## config.mk

```make
export PLATFORM = sky130hd
export DESIGN_NAME = fetch_stage
export DESIGN_NICKNAME = d
export VERILOG_FILES = /design/src/rtl/fetch_stage.sv
export SDC_FILE = /design/constraint.sdc
export NUM_CORES = 1
export LEC_CHECK = 0
export BUFFER_PORTS_ARGS = -buffer_cell sky130_fd_sc_hd__buf_4
export CORE_MARGIN = 2
export CORE_UTILIZATION = 46
export CTS_CLUSTER_DIAMETER = 40
export CTS_CLUSTER_SIZE = 25
export DETAILED_ROUTE_END_ITERATION = 7
export PLACE_DENSITY = 0.77
export SLEW_MARGIN = 25
export SYNTH_ARGS = -nofsm -noshare
export SYNTH_HDL_FRONTEND = slang
export SYNTH_SLANG_ARGS = --single-unit
```

## constraint.sdc

```tcl
create_clock -name clk -period 2.3 [get_ports clk]
set_clock_uncertainty 0.2 [all_clocks]
set_input_delay 0.115 -clock clk [delete_from_list [all_inputs] [get_ports clk]]
set_output_delay 0.115 -clock clk [all_outputs]
set_load 0.05 [all_outputs]
```

## src/rtl/fetch_stage.sv

```systemverilog
// RV32 instruction-fetch stage: PC, imem address, IF/ID register.
// Redirect support and misaligned/out-of-range fetch fault with halt.
module fetch_stage #(
    parameter logic [31:0] RESET_PC   = 32'h0000_0000,
    parameter int unsigned IMEM_WORDS = 256,
    parameter logic [31:0] NOP_INSTR  = 32'h0000_0013
) (
    input  logic        clk,
    input  logic        rst_n,
    output logic [31:0] imem_addr,
    input  logic [31:0] imem_instr,
    input  logic        redirect_valid,
    input  logic [31:0] redirect_pc,
    input  logic        id_ready,
    output logic        id_valid,
    output logic [31:0] id_instr,
    output logic [31:0] id_pc,
    output logic [31:0] id_pc_plus4,
    output logic        id_fault
);

    typedef enum logic {
        RUN,
        HALT
    } state_t;

    state_t      state;
    logic [31:0] pc;
    logic [31:0] pc_next;
    logic [31:0] word_idx;
    logic        fault_now;
    logic        load;

    assign imem_addr = {2'b00, pc[31:2]};
    assign word_idx  = {2'b00, pc[31:2]};
    assign pc_next   = pc + 32'd4;

    assign fault_now = (pc[1:0] != 2'b00)
                     | (word_idx >= IMEM_WORDS);

    assign load = (state == RUN)
                & (~id_valid | id_ready);

    // PC, halt FSM and IF/ID register, redirect first
    always_ff @(posedge clk or negedge rst_n) begin
        if (!rst_n) begin
            pc          <= RESET_PC;
            state       <= RUN;
            id_valid    <= 1'b0;
            id_instr    <= NOP_INSTR;
            id_pc       <= 32'h0;
            id_pc_plus4 <= 32'h0;
            id_fault    <= 1'b0;
        end else if (redirect_valid) begin
            pc       <= redirect_pc;
            id_valid <= 1'b0;
            state    <= RUN;
        end else if (load) begin
            id_valid    <= 1'b1;
            id_pc       <= pc;
            id_pc_plus4 <= pc_next;
            id_fault    <= fault_now;
            if (fault_now) begin
                id_instr <= NOP_INSTR;
                state    <= HALT;
            end else begin
                id_instr <= imem_instr;
                pc       <= pc_next;
            end
        end else if (id_valid && id_ready) begin
            id_valid <= 1'b0;
        end
    end

endmodule

```

# == After elaboration in Yosys (flattened, before gate mapping) ==
# Index checks and enable logic that the tools add are counted.
# word_totals
regBits,131
latchBits,0
ramBits,0
mem_bits_ro,0
inputBits,68
output_inout_bits,130
elab_cells,34
memories,0
# op_classes
n_addsub,1
n_mul,0
div_mod_pow,0
magnitude_cmp,1
eq_ne,1
n_shift,0
mux,10
n_bitwise,6
reduce_logical,8
# op_table
operator,n
2-to-1 mux 32 bit,4
adder 32 x 3 -> 32 bit (second input constant),1
greater-or-equal comparator 30 x 9 -> 1 bit (second input constant),1
2-to-1 mux 1 bit,6
AND reduction 2 bit,3
nonzero test 2 bit,3
inverter 1 bit,3
nonzero test 3 bit,1
inequality test 2 bit (second input constant),1
bitwise OR 1 bit,2
bitwise AND 1 bit,1
logical AND 1 bit,1

# == Depth between registers and ports, before layout ==
# Gate-level depths: netlist (run 1).
# logic_depth
ltp_word,5
mapped_depth,7

# == Least setup slack after synthesis (run 1) ==
# OpenSTA, ideal clock, no wires.
# synth_timing
path_type,reg2reg
start,register pc[19]
end,register pc[8]
arrival_time_ns,2.160
required_time_ns,1.974
slack_ns,-0.186
path_stages_with_launch,7
path_buffers,2
cell_sequence,dfrtp_1 -> clkbuf_2 -> or4_1 -> or4_1 -> buf_2 -> or3_1 -> a221o_1
# synth_via
elab_chain_cells,4
# synth_lines
element,line,rtl
"start, declared",28,logic [31:0] pc;
"start signal, assigned",55,pc <= redirect_pc;
"start signal, assigned",68,pc <= pc_next;
greater-or-equal comparator 30 x 9 -> 1 bit,39,| (word_idx >= IMEM_WORDS);
bitwise OR 1 bit,39,
inequality test 2 bit (no source line),-,
AND reduction 2 bit (no source line),-,
# Every way passes these cells.
# A chain may end at the register's enable or synchronous reset.

# == Worst setup path in the final report (run 1) ==
# layout_timing
start,register pc[20]
end,register pc[8]
# Same word-level chain as after synthesis.

==> metrics.md, run 1 <==
| Metric | Value |
|---|---|
| CP top delay family | `simple AND/OR/NAND/NOR gates` |
| Area after DPL | `7641 sq um` |
| CTS sink count | `129` |
| Final net count | `980` |
| Number of synthesized flops with an enable pin | `0` |
| Worst EP required | `2390 ps` |
| Root Driver | `clkbuf_16` |
| R2R depth | `4` |
| CTS tree | `built` |
| Grt total ovfl | `0` |
| Top FF cell, synth | `dfrtp_1` |
| Crit path top cell by count | `or4_4` |
| Final Non-Filler Cells | `1093` |
| Pwr dens | `832.8 nW/um^2` |
| End point of the critical path | `pc[8]` |
| Failing checks | `setup timing` |
| Ports | `198` |
| Final worst slack | `-46.39 ps` |
| Gr usage total | `0.2760` |
| Top-area cell type share of the netlist area | `0.5292` |
| Die Wd | `117.8 um` |
| Distinct cell type count after synthesis | `43` |
| Syn Inst Count | `642` |
| Critical path endpoint category | `flip-flop` |
| # rows | `41` |
| WP buf/inv | `0` |
| Highest clock rate | `426.2 MHz` |
| Port bufs | `195` |
| Worst path depth | `4` |
| Mean Syn Cell Area | `9.281 sq um` |
| R2r startpoint | `pc[20]` |
| Synth async-reset ratio | `1.000` |
| Min Tclk post-route | `2346 ps` |
| CP startpoint | `pc[20]` |
| DIE AREA | `13880 sq um` |
| H-tree levels | `4` |
| Initial Util | `0.4721` |
| CP max stage cell | `or4_4` |
| Count leader, synth | `nand2_1` |
| GPL Wtd Cong | `0.8756` |
| Leakage power figure | `0.004250 uW` |
| Antenna violations before repair | `0` |
| Area grow syn2layout | `51.91%` |
| Max rail drop VDD | `0.5171 mV` |
| Avg WL per Cell | `17.48 um` |
| CP Data Arrival Time | `2440 ps` |
| Post-DR vias/cell | `5.372` |
| Fill cells | `901` |
| Setup TNS | `-179.1 ps` |
| Sequential cell area | `3232 sq um` |
| Min-Delay Path Class | `in -> async` |
| Yosys top cell by area | `dfrtp_1` |
| Worst slew pin tran | `619.8 ps` |
| Core area | `12620 sq um` |
| Largest net degree at the start of global routing | `84` |
| Residual DRC | `0` |
| Max_cap viols | `0` |
| CTS buffer count | `17` |
| Ranking of synthesized cells by area | `dfrtp_1 53%, nand2_1 11%, o21ai_0 4.8%` |
| Final ANT Viol Nets | `0` |
| Post-Route WL | `19.11 mm` |
| Final slew viol count | `0` |
| Reg2Reg Capture Point | `pc[8]` |
| PnR Total Power | `7538 uW` |
| CP Max Fanout | `3` |
| Clk_lat worst skew | `410 ps` |
| Post-DP HPWL | `12.64 mm` |
| RSZ-0062 raised after global routing | `true` |
| Crit start category | `flip-flop` |
| Synth cell count leaders | `178 x nand2_1, 126 x dfrtp_1, 57 x o21ai_0` |
| CP max stage delay | `540 ps` |
| Vias in the first global route | `5943` |
| Yosys reg bits | `129` |
| Final hold vios | `0` |
| CTS Buffer Depth | `2` |
| Via count | `5872` |
| Final Cell Area | `9051 sq um` |
| Die height | `117.8 um` |
| # setup viols final | `6` |
| Flop2flop setup slack | `-50 ps` |
| Final worst path period share | `1.020` |
| Share of cells above drive strength 1 | `0.3420` |
| # diodes | `0` |
| Synth warn | `0` |
| Max_slew headroom | `0.5853` |
| First-pass GRT wire length | `30.68 mm` |
| Drt first pass iters | `5` |
| CP Class | `reg -> reg` |
| Starting DRC count in detailed routing | `444` |
| Multi-input gate area | `2316 sq um` |
| Status | `complete, but fails checks` |
| Sequential area share after synthesis | `0.5424` |
| Post-Syn Area | `5958 sq um` |
| Cells after DPL | `983` |
| CTS clk-pin slew, worst paths | `50 ps` |
| Crit path cell chain | `or4_4 > or4_4 > or3_1 > a221o_1` |
## worst min-delay path by stage
stage                        start         to  slack (ps)  depth (start not counted)
detailed placement           rst_n  id_pc[14]        -100                          1
CTS                 redirect_valid     pc[12]           2                          2
global placement             rst_n  id_pc[14]        -110                          1
floorplan                    rst_n   id_fault        -380                          0
finish                       rst_n  id_pc[14]          20                          2
global route        redirect_valid     pc[12]          30                          2
## kinds of logic (layout without fill, tap and decap cells)
logic type	Yosys count	count (layout)	synth area share
flip-flops	129	129	0.5424
multiplexers	17	17	0.03213
AND/OR/NAND/NOR	286	286	0.2161
adder cells (fa/ha/maj)	2	2	0.004199
other	1	2	0.0006294
AO/OA/AOI/OAI	105	105	0.1073
XOR/XNOR	12	12	0.01764
buffers and inverters	90	368	0.07959
## cell type report
cell class	count	area share
timing repair buffer	326	0.2968
multi-input combinational	424	0.2559
tap	172	0.02378
clock buffer	24	0.05543
clock inverter	6	0.006082
inverter	12	0.004977
sequential	129	0.3571
## through the flow
stage	hold slack (ps)	worst slack, ps	utilization
3_5_place_dp	-101.6	-77.29	0.6055
5_1_grt	25.32	-97.00	0.7172
6_report	18.28	-46.39	0.7172
2_1_floorplan	-380.6	-186.4	-
3_3_place_gp	-109.4	-65.03	0.6055
4_1_cts	2.239	-51.86	0.7127
## placed cells by master (no fill, tap or decap), types with 4 or more instances in the layout
cell           Yosys  final
nor4_1            13     12
nor3_1             5      4
a31oi_1           13     13
dfrtp_1          126    126
a21oi_1            5      5
nor2b_1            4      4
clkinv_2           0      5
or3_1              5      4
nand3_1           12     10
o31ai_1           11     11
o21ai_0           57     54
nand4_1           12     12
clkbuf_8           0      5
nor2_1            28     28
nand2_1          178    178
o211ai_1           4      4
or4_1             13     10
o21ai_1            2      5
buf_4             34    242
mux2_2            17     17
xnor2_1            9      9
dlygate4sd3_1      0     78
clkbuf_16          0     17
inv_1             12     12
## sequential cells by signal, summed over array words and instances (netlist names)
register	flops
id_instr	32
id_pc	32
pc	32
id_pc_plus4	30
id_fault	1
id_valid	1
state	1
## metal layers
layer / share of wire / vias up / track usage
li1: - / 2694 / -
met1: 0.41 / 2886 / 0.3432
met2: 0.50 / 249 / 0.4608
met3: 0.075 / 43 / 0.07655
met4: 0.021 / 0 / 0.1009
met5: 0 / - / 0
## repair_timing
item	in CTS	in global routing
setup buffers	0	2
endpoints found under the hold margin	191	0
pin swaps	1	5
hold buffers	78	0
endpoints found under the setup margin	25	43
gates resized for setup	6	11
## report_power, final
group | leakage (uW) | internal, uW | total (uW) | switching [uW]
logic | 0.00236 | 766 | 2300 | 1530
registers | 0.00161 | 2530 | 2710 | 183
clock network | 0.000281 | 1610 | 2530 | 919
(Power assumes the default switching activity.)
==> inputs of run 2 (changes only) <==
SETUP_SLACK_MARGIN = 0.15   (was not set)
==> run 2 against run 1 <==
The flow still finishes with violations (setup timing). Sequential share of layout area fell by 0.53 points. Non-clock buffer count decreased by 3. Power grew 1.8%. Fmax is 1.1% lower. Highest routed layer unchanged.
==> metrics.md, run 2 (synthesis results as in run 1) <==
| Metric | Value |
|---|---|
| Post-DR vias/cell | `5.344` |
| CTS clk-pin slew, worst paths | `60 ps` |
| Core Util, Final | `0.7286` |
| Commonest cells after routing, fill and taps aside | `236 x buf_4, 177 x nand2_1, 124 x dfrtp_1, 76 x dlygate4sd3_1, 36 x o21ai_0` |
| Residual DRC | `0` |
| Critical path endpoint category | `flip-flop` |
| First-pass GRT wire length | `30.79 mm` |
| Share of cells above drive strength 1 | `0.3641` |
| Min-Delay Path Class | `in -> async` |
| CTS tree | `built` |
| Grt total ovfl | `0` |
| Largest regs | `id_instr (32), id_pc (32), pc (32)` |
| GPL Wtd Cong | `0.8845` |
| Area grow syn2layout | `54.33%` |
| CP startpoint | `pc[15]` |
| Final Non-Filler Cells | `1092` |
| Core area | `12620 sq um` |
| CTS buffer count | `17` |
| Ports | `198` |
| # setup viols final | `3` |
| Die height | `117.8 um` |
| # rows | `41` |
| # diodes | `0` |
| Drt first pass iters | `5` |
| Final slew viol count | `0` |
| Clk_lat worst skew | `420 ps` |
| Root Driver | `clkbuf_16` |
| Leakage power figure | `0.004287 uW` |
| Largest net degree at the start of global routing | `56` |
| Final worst path period share | `1.031` |
| Crit start category | `flip-flop` |
| Final worst slack | `-72.14 ps` |
| CP Max Fanout | `3` |
| Most common cell after layout, fill and taps aside | `buf_4` |
| Worst slew pin tran | `681.2 ps` |
| Antenna violations before repair | `0` |
| Final hold vios | `0` |
| Min Tclk post-route | `2372 ps` |
| Avg WL per Cell | `17.62 um` |
| Max_cap viols | `0` |
| Port bufs | `195` |
| Highest clock rate | `421.6 MHz` |
| Max rail drop VDD | `0.5991 mV` |
| Gr usage total | `0.2799` |
| DIE AREA | `13880 sq um` |
| Final Cell Area | `9195 sq um` |
| Failing checks | `setup timing` |
| Post-DP HPWL | `12.66 mm` |
| CTS sink count | `129` |
| Pwr dens | `834.5 nW/um^2` |
| H-tree levels | `4` |
| R2r startpoint | `pc[15]` |
| Final ANT Viol Nets | `0` |
| CP Data Arrival Time | `2480 ps` |
| Starting DRC count in detailed routing | `339` |
| Vias in the first global route | `5943` |
| Via count | `5836` |
| Cells after DPL | `978` |
| CP Class | `reg -> reg` |
| Post-Route WL | `19.24 mm` |
| CTS Buffer Depth | `2` |
| Area after DPL | `7646 sq um` |
| Final net count | `977` |
| Worst EP required | `2410 ps` |
| Max_slew headroom | `0.5417` |
| RSZ-0062 raised after global routing | `true` |
| Status | `complete, but fails checks` |
| Initial Util | `0.4721` |
| Fill cells | `898` |
| Die Wd | `117.8 um` |
[run 2: worst paths after layout]
check                      cells after the start        end  slack (ps)
max                                            4      pc[8]         -70
min                                            2  id_pc[20]          20
max reg2reg                                    4      pc[8]         -70
min reg2reg                                    2   id_pc[5]         280
max in group asynchronous                      3   id_pc[5]        1170
min in group clk                               5   id_pc[4]         160
[run 2: repair_timing]
item / CTS / global route
resized for setup: 14 / 43
endpoints found under the setup margin: 49 / 55
hold endpoints to repair: 194 / 0
pin swaps: 11 / 5
hold buffers: 76 / 0
setup buffers: 5 / 1
gates cloned: 0 / 0
[run 2: power breakdown]
part,internal (uW),switching [uW],leakage [uW]
Sequential,2530,186,0.00160
Combinational,770,1540,0.00240
Clock,1670,977,0.000284
Total,4970,2710,0.00429
[run 2: routing by layer]
metal	wire length [um]	share of wire	vias up	track usage
met1	7705	0.40	2816	0.3520
met5	0	0	-	0
met4	600	0.031	0	0.1310
li1	-	-	2691	-
met3	1628	0.085	57	0.08140
met2	9308	0.48	272	0.4466
[run 2: cell type report]
cell class / count / area, sq um / area share
clock inverters: 11 / 112.6 / 0.01225
clock buffers: 21 / 470.5 / 0.05116
repair buffers: 323 / 2691 / 0.2927
multi-input cells: 424 / 2426 / 0.2638
inverters: 12 / 45.04 / 0.004899
well taps: 172 / 215.2 / 0.02340
flip-flops and latches: 129 / 3234 / 0.3517
[run 2: critical path: stages, from the launching register on]
cell	delay, ps
dfrtp_1	370
or4_4	540
or4_4	510
or3_1	330
a221o_1	310
[run 2: stage by stage]
step / worst slack, ps / hold WS [ps] / TNS (ps) / power (uW)
6_report: -72.14 / 15.56 / -125.8 / 7673
5_1_grt: -93.19 / 40.59 / -247.1 / 7949
4_1_cts: -56.11 / 25.08 / -96.38 / 7667
3_5_place_dp: -120.8 / -91.60 / -410.3 / 4891
3_3_place_gp: -55.16 / -101.0 / -209.5 / 4852
2_1_floorplan: -186.4 / -380.6 / -335.5 / 4150
==> inputs of run 3 (changes only) <==
ABC_AREA = 1   (was not set)
PLACE_DENSITY = 0.76   (was 0.77)
==> run 3 against run 2 <==
The run now ends clean. Fmax up 17%. Routed wire length up 2.7%. Sequential power up 7%. Die area up 4.8%. Critical path type is now in -> reg. Largest cell class unchanged. Highest routed layer unchanged.
==> metrics.md, run 3 <==
| Metric | Value |
|---|---|
| Yosys reg bits | `129` |
| Distinct cell type count after synthesis | `23` |
| Share of cells above drive strength 1 | `0.2514` |
| Crit path cell chain | `dlygate4sd3_1 > buf_4 > nand2_1 > dlygate4sd3_1 > o21ai_0 > dlygate4sd3_1` |
| CTS sink count | `129` |
| Core area | `13240 sq um` |
| CP top delay family | `buffers and inverters` |
| Final Cell Area | `9075 sq um` |
| # rows | `42` |
| Post-Route WL | `19.77 mm` |
| First-pass GRT wire length | `31.62 mm` |
| Cells after DPL | `1146` |
| Setup TNS | `0 ps` |
| Antenna violations before repair | `0` |
| CP Max Fanout | `9` |
| # diodes | `0` |
| Hold WS | `63.02 ps` |
| Final slew viol count | `0` |
| Mean Syn Cell Area | `7.646 sq um` |
| CTS buffer count | `17` |
| H-tree levels | `4` |
| GPL Wtd Cong | `0.9222` |
| # setup viols final | `0` |
| Yosys top cell by area | `dfrtp_1` |
| Count leader, synth | `nand2_1` |
| Ranking of synthesized cells by area | `dfrtp_1 50%, nand2_1 22%, nand3_1 4.8%` |
| Syn Inst Count | `818` |
| Final Non-Filler Cells | `1250` |
| Residual DRC | `0` |
| Worst slack, placed | `298.3 ps` |
| Worst EP required | `2400 ps` |
| R2R depth | `8` |
| Max_cap viols | `0` |
| Die Wd | `120.6 um` |
| Worst path depth | `6` |
| Gr usage total | `0.2823` |
| Area grow syn2layout | `45.09%` |
| Top FF cell, synth | `dfrtp_1` |
| Commonest cells after routing, fill and taps aside | `372 x nand2_1, 216 x buf_4, 125 x dfrtp_1, 72 x dlygate4sd3_1, 60 x nand3_1` |
| Leakage power figure | `0.004703 uW` |
| Highest clock rate | `492.4 MHz` |
| Top-area cell type share of the netlist area | `0.5041` |
| Avg WL per Cell | `15.81 um` |
| CP Class | `in -> reg` |
| Post-DP HPWL | `13.06 mm` |
| WP buf/inv | `4` |
| Via count | `6298` |
| CP startpoint | `redirect_valid` |
| Largest net degree at the start of global routing | `120` |
| Final hold vios | `0` |
| Clk_lat worst skew | `420 ps` |
| CTS Buffer Depth | `2` |
| Critical path endpoint category | `flip-flop` |
| Final worst path period share | `0.8829` |
| CTS clk-pin slew, worst paths | `60 ps` |
| Worst slew pin tran | `508.3 ps` |
| End point of the critical path | `pc[1]` |
| Drt first pass iters | `8` |
| R2r startpoint | `pc[3]` |
| Crit path top cell by count | `dlygate4sd3_1` |
| Synth warn | `0` |
| Max rail drop VDD | `0.6119 mV` |
| Min-Delay Path Class | `in -> async` |
| Area after DPL | `7747 sq um` |
| DIE AREA | `14550 sq um` |
| Sequential cell area | `3233 sq um` |
| Vias in the first global route | `6322` |
| Post-CTS setup buffers | `0` |
| Die height | `120.6 um` |
| Sequential area share after synthesis | `0.5167` |
| Root Driver | `clkbuf_16` |
| Reg2Reg Capture Point | `id_pc_plus4[18]` |
| CTS tree | `built` |
| Number of synthesized flops with an enable pin | `0` |
| Largest regs | `id_instr (32), id_pc (32), pc (32)` |
| Max_slew headroom | `0.6611` |
| Status | `completed` |
| Post-DR vias/cell | `5.038` |
| Fill cells | `1071` |
| Pwr dens | `953.2 nW/um^2` |
| CP max stage cell | `dlygate4sd3_1` |
| Crit start category | `input port` |
| Port bufs | `195` |
| Flop2flop setup slack | `350 ps` |
| Final worst slack | `269.2 ps` |
| Synth cell count leaders | `372 x nand2_1, 126 x dfrtp_1, 60 x nand3_1` |
| Min Tclk post-route | `2031 ps` |
| Most common cell after layout, fill and taps aside | `nand2_1` |
| Final net count | `1131` |
| RSZ-0062 raised after global routing | `false` |
| Multi-input gate area | `2454 sq um` |
| Starting DRC count in detailed routing | `440` |
| Post-Syn Area | `6255 sq um` |
| Final ANT Viol Nets | `0` |
| Initial Util | `0.4723` |
| Ports | `198` |
| Synth async-reset ratio | `1.000` |
| CP max stage delay | `560 ps` |
| CP Data Arrival Time | `2130 ps` |
| Grt total ovfl | `0` |
## run 3: cell count changes after synthesis, moves of 17 or more
cell,delta
mux2_2,-17
nand3_1,+48
inv_1,+28
o21ai_0,-23
nand2_1,+194
buf_2,+22
o21ai_1,+23
clkbuf_1,-26
nor2_1,+27
## run 3: worst reg2reg max path, cell delays in order (launching register included)
cell and delay [ps]:
dfrtp_1 480, ha_2 330, nand2_2 100, nor2_4 190, nand2_1 140, nor2_1 150
xor2_1 160, nand2_1 70, nand2_1 70
## run 3: timing repair
item                                    in CTS  in global routing
endpoints found under the setup margin       0                  3
resized for setup                            0                  2
hold buffers                                72                  0
endpoints found under the hold margin      195                  0
## run 3: cells by family (layout without fill, tap and decap cells)
kind of cell,count (synthesis),count (layout),share of synthesized area
and+or+nand+nor,501,501,0.3209
buffers and inverters,111,366,0.09202
other,1,2,0.0005995
adders and majority gates,2,2,0.004000
xor gates and xnor gates,9,9,0.01260
AOI/OAI and AO/OA,65,65,0.05321
DFF,129,129,0.5167
## run 3: final cells by class
type / count / share of cell area
well taps: 176 / 0.02427
multi-input cells: 579 / 0.2704
inverters: 43 / 0.01792
clock inverters: 8 / 0.01117
repair buffers: 291 / 0.2647
clock buffers: 24 / 0.05529
flip-flops and latches: 129 / 0.3563
## run 3: worst min-delay path by stage
| stage | endpoint | cells after the start | slack (ps) |
|---|---|---|---|
| after CTS | id_pc_plus4[9] | 3 | 90 |
| after global placement | id_pc[8] | 1 | -240 |
| after floorplan | id_fault | 0 | -380 |
| final | pc[6] | 3 | 60 |
| after global routing | pc[6] | 3 | 100 |
| after detailed placement | id_pc[8] | 1 | -240 |
## run 3: where the power goes
| part | total [uW] | internal [uW] | leakage, uW | switching [uW] |
|---|---|---|---|---|
| Clock | 2710 | 1730 | 0.000288 | 971 |
| Sequential | 2900 | 2640 | 0.00165 | 264 |
| Combinational | 3040 | 907 | 0.00277 | 2140 |
## run 3: metrics by stage
stage	util	power [uW]
after global placement	0.5850	5829
after detailed placement	0.5850	5862
after global routing	0.6853	9004
final	0.6853	8650
after floorplan	-	4904
after CTS	0.6850	8676
## run 3: per-layer routing
| layer | GRT usage | vias to the layer above | wire [um] |
|---|---|---|---|
| met4 | 0.1170 | 0 | 557 |
| met2 | 0.4742 | 247 | 9868 |
| met5 | 0 | - | 0 |
| met1 | 0.3534 | 2998 | 8226 |
| met3 | 0.06085 | 42 | 1113 |
| li1 | - | 3011 | - |
